==> config.mk <==
export PLATFORM = sky130hd
export DESIGN_NAME = shiftnbit_burst
export DESIGN_NICKNAME = d
export VERILOG_FILES = /design/src/rtl/shiftnbit_burst.sv
export SDC_FILE = /design/constraint.sdc
export NUM_CORES = 1
export LEC_CHECK = 0
export CAP_MARGIN = 20
export CORE_MARGIN = 1
export CORE_UTILIZATION = 30
export CTS_CLUSTER_DIAMETER = 30
export CTS_CLUSTER_SIZE = 24
export DETAILED_ROUTE_END_ITERATION = 7
export GPL_TIMING_DRIVEN = 0
export PLACE_DENSITY_LB_ADDON = 0.12
export SETUP_SLACK_MARGIN = 0.1
export SLEW_MARGIN = 10
export SYNTH_ARGS = -nofsm -noshare
export SYNTH_HDL_FRONTEND = slang
export SYNTH_SLANG_ARGS = --single-unit
==> constraint.sdc <==
create_clock -name Clk -period 4.12 [get_ports Clk]
set_input_delay 1.03 -clock Clk [delete_from_list [all_inputs] [get_ports Clk]]
set_output_delay 1.03 -clock Clk [all_outputs]
set_load 0.02 [all_outputs]
==> src/rtl/shiftnbit_burst.sv <==
// Bidirectional n-bit shift register with parallel load, single-step shift and a counted burst engine.
// Optional rotate mode is compiled in with `define SHIFTNBIT_ROT_EN (adds the Rot port).
module shiftnbit_burst #(
    parameter int n  = 8,
    parameter int CW = 4
) (
    input  logic          Clk,
    input  logic          Rst,
    input  logic          L,
    input  logic [n-1:0]  R,
    input  logic          Dir,
    input  logic          InHi,
    input  logic          InLo,
    input  logic          En,
    input  logic          Start,
    input  logic [CW-1:0] Cnt,
`ifdef SHIFTNBIT_ROT_EN
    input  logic          Rot,
`endif
    output logic [n-1:0]  Q,
    output logic          SOut,
    output logic          Busy,
    output logic          Done
);

    typedef enum logic {IDLE, BURST} state_t;

    state_t        state;
    logic          dir_l;
    logic [CW-1:0] rem;
    logic          sh_dir;
    logic          sh_rot;
    logic [n-1:0]  sh_q;
    logic          sh_out;
`ifdef SHIFTNBIT_ROT_EN
    logic          rot_l;
`endif

    // A burst shifts with the direction/mode captured at Start; idle single shifts use live inputs.
    always_comb begin
        sh_dir = (state == BURST) ? dir_l : Dir;
`ifdef SHIFTNBIT_ROT_EN
        sh_rot = (state == BURST) ? rot_l : Rot;
`else
        sh_rot = 1'b0;
`endif
        sh_q   = Q;
        sh_out = SOut;
        if (!sh_dir) begin
            sh_out = Q[0];
            sh_q   = {(sh_rot ? Q[0] : InHi), Q[n-1:1]};
        end else begin
            sh_out = Q[n-1];
            sh_q   = {Q[n-2:0], (sh_rot ? Q[n-1] : InLo)};
        end
    end

    // NOTE: all state uses non-blocking assignments so every register sees pre-edge values.
    always_ff @(posedge Clk) begin
        if (Rst) begin
            state <= IDLE;
            Q     <= '0;
            SOut  <= 1'b0;
            Busy  <= 1'b0;
            Done  <= 1'b0;
            dir_l <= 1'b0;
            rem   <= '0;
`ifdef SHIFTNBIT_ROT_EN
            rot_l <= 1'b0;
`endif
        end else begin
            Done <= 1'b0;
            case (state)
                IDLE: begin
                    if (L) begin
                        Q <= R;
                    end else if (Start) begin
                        dir_l <= Dir;
                        rem   <= Cnt;
`ifdef SHIFTNBIT_ROT_EN
                        rot_l <= Rot;
`endif
                        if (Cnt != '0) begin
                            state <= BURST;
                            Busy  <= 1'b1;
                        end else begin
                            Done <= 1'b1;
                        end
                    end else if (En) begin
                        Q    <= sh_q;
                        SOut <= sh_out;
                    end
                end
                BURST: begin
                    if (L) begin
                        // Abort: load wins, no completion pulse.
                        Q     <= R;
                        state <= IDLE;
                        Busy  <= 1'b0;
                        rem   <= '0;
                    end else begin
                        Q    <= sh_q;
                        SOut <= sh_out;
                        rem  <= rem - 1'b1;
                        if (rem == 1) begin
                            state <= IDLE;
                            Busy  <= 1'b0;
                            Done  <= 1'b1;
                        end
                    end
                end
                default: state <= IDLE;
            endcase
        end
    end

endmodule

==> results.txt <==
Status: finished, final reports clean
Sequential element share of the synthesized area: 35.9%
Post-Syn Instances: 106
Sw Pwr: 0.000112 W
Static leakage: 0.494 nW
CP arrival: 2.77 ns
Reg-to-Reg Start: state
Power Density: 284 mW/mm²
Routed len/inst: 13.5 µm
Clock power frac: 24.4%
GRT overflow: 0
GRT Total Usage: 16.3%
Worst-path clk slew: 0.10 ns
Post-Layout Inst Area: 0.00133 mm²
First-pass GRT wire length: 4.18 mm
Most frequent cells in the layout: clkdlybuf4s50_1, dfxtp_1, mux2i_1
H-tree depth: 1
Slew @ Worst Pin: 0.521 ns
Relative slew slack: 65.3%
Kind of critical path: input pin to flip-flop
Iter 0 DRT Violations: 43
Worst hold-check path type: flip-flop to flip-flop
Reg area: 340 µm²
Avg Inst Size Synth: 8.95 µm²
Share of cells above drive strength 1: 4.29%
Commonest non-fill, non-tap cell in the layout: clkdlybuf4s50_1
Post-synth EDFFs: 0
Nets: 163
Setup TNS: 0 ns
Comb power frac: 26.4%
Antenna fix cells: 0
Total Wirelength: 2.48 mm
Met3 wire length: 141 µm
Final Non-Filler Cells: 184
Final Wtd Congestion: 0.720
Mapped Area: 948 µm²
Placement row count: 20
Die Span X: 58.2 µm
CTS Buf Count: 3
Clk_skew: 0.00951 ns
Via Count: 910
Largest net degree at the start of global routing: 11
Starting Density: 31.3%
Core Util, Final: 43.9%
FF-to-FF path depth: 3
Met2 wire len: 1.14 mm
DP Wirelength: 1.80 mm
Post-synth top area share: 35.9%
Area leader, netlist: dfxtp_1
Root Buffer: clkbuf_4
Post-Route M1 WL: 1.17 mm
Worst Setup Start Kind: input pin
Critical Path End Type: flip-flop
Seq cells post-synth: 17
Dpl cells: 180
Postcts setup bufs: 0
Die footprint: 0.00339 mm²
Hold Path End: SOut
Net Sw Frac: 29.7%
Final Max Slew Viols: 0
Maximum clock path buffer count: 2
Max-Cap Viols: 0
Synth-to-Final Area Change: 40.2%
Syn. warnings: 0
Hold_sp: SOut
Unique masters post-synth: 27
Final min period: 2.57 ns
Top Metal Used: met4
Synth Flop Type: dfxtp_1
CTS tree: built
Max IR drop VDD: 0.000165 V
Post-CTS Hold Fix Bufs: 0
Top-Level Pins: 31
Die height: 58.2 µm
Internal reg-to-reg setup slack: 2.63 ns
Drt first pass iters: 4
Clk_lat worst skew: 0.29 ns
DP Area: 0.00130 mm²
Clk sinks: 17
Via density: 4.95
Final cycle utilization of the critical path: 62.4%
Hold path depth: 2
Final number of hold-violating endpoints: 0
Synth area leaders: dfxtp_1, mux2i_1, or4b_1
Worst endpoint required time: 4.32 ns
Reg2reg end: Q[7]
Floorplan core area: 0.00303 mm²
Asr flop ratio synth: 0%
# fillers: 315
Crit path setup slack, layout: 1.55 ns
CP max FO: 10
RSZ-0062 raised after global routing: false
Final ANT Viol Nets: 0
Sequential Power Share: 49.2%
Initial antenna violation count: 0
Post-Place Worst Slack: 1.22 ns
Combined area of the multi-input logic cells: 561 µm²
Vias in the first global route: 933
Buffers added on ports: 30
Syn Nets: 128
# DRC: 0
Post-CTS sizing: 0
Endpoints failing setup: 0
Maximum clock frequency: 389 MHz
Cell Int Power: 0.000266 W
[power groups by stage]
stage	clock network [W]	registers, W	logic [W]
after CTS	0.0000970	0.000186	0.000101
after global routing	0.000105	0.000188	0.000110
final	0.0000924	0.000186	0.0000997
after global placement	0	0.000190	0.0000995
after detailed placement	0	0.000189	0.000100
after floorplan	0	0.000196	0.0000472
[worst max-delay path by stage]
stage / endpoint / from / slack [ns]
final: Q[7] / L / 1.55
after global placement: rem[0] / L / 1.23
after global routing: rem[0] / L / 1.37
after floorplan: Q[0] / Start / 2.16
after CTS: Q[7] / Rst / 1.54
after detailed placement: rem[0] / L / 1.22
[worst max-delay path, stage by stage]
cell             delay [ns]
clkdlybuf4s50_1        0.62
clkbuf_1               0.35
clkbuf_1               0.46
nand2_1                0.10
o221ai_1               0.21
[area by class of cell]
class | instances | share of cell area (%)
well taps | 44 | 4.14
multi-input cells | 77 | 42.1
flip-flops and latches | 17 | 25.6
repair buffers | 30 | 22.6
clock buffers | 4 | 1.98
plain buffers | 6 | 1.88
inverters | 6 | 1.69
[logic make-up (layout without fill, tap and decap cells)]
| kind of cell | after synthesis | in the layout | synth area share [%] |
|---|---|---|---|
| AOI/OAI and AO/OA | 24 | 24 | 17.5 |
| xor gates and xnor gates | 1 | 1 | 0.924 |
| adders and majority gates | 2 | 2 | 2.64 |
| buffers and inverters | 12 | 46 | 5.01 |
| DFF | 17 | 17 | 35.9 |
| muxes | 13 | 13 | 15.0 |
| and+or+nand+nor | 37 | 37 | 23.0 |
[flip-flops by register name, indices dropped and copies added, names as in the netlist]
| signal | cells |
|---|---|
| rem | 4 |
| state | 1 |
| Busy | 1 |
| dir_l | 1 |
| Done | 1 |
| SOut | 1 |
| Q | 8 |
[layer usage]
metal | vias to the layer above | track usage, %
met5 | - | 0
met4 | 0 | 4.08
met3 | 2 | 5.13
met2 | 28 | 26.6
met1 | 414 | 20.8
li1 | 466 | -
[metrics by stage]
| stage | total power, W | hold slack (ns) |
|---|---|---|
| detailed placement | 0.000289 | 0.501 |
| global route | 0.000403 | 0.579 |
| floorplan | 0.000243 | 0.520 |
| finish | 0.000378 | 0.521 |
| global placement | 0.000289 | 0.490 |
| CTS | 0.000384 | 0.530 |
[synth_stat cells (2+ instances only)]
cell and instances:
mux2i_1 12, nor3_1 5, o22ai_1 2, nor3b_1 2, or4b_1 8, dfxtp_1 17
buf_2 2, a21oi_1 8, ha_1 2, nor2b_1 2, nand2_1 10, inv_1 6
o221ai_1 8, clkbuf_1 4, nor2_1 6
Power figures use the tool's default switching activity.
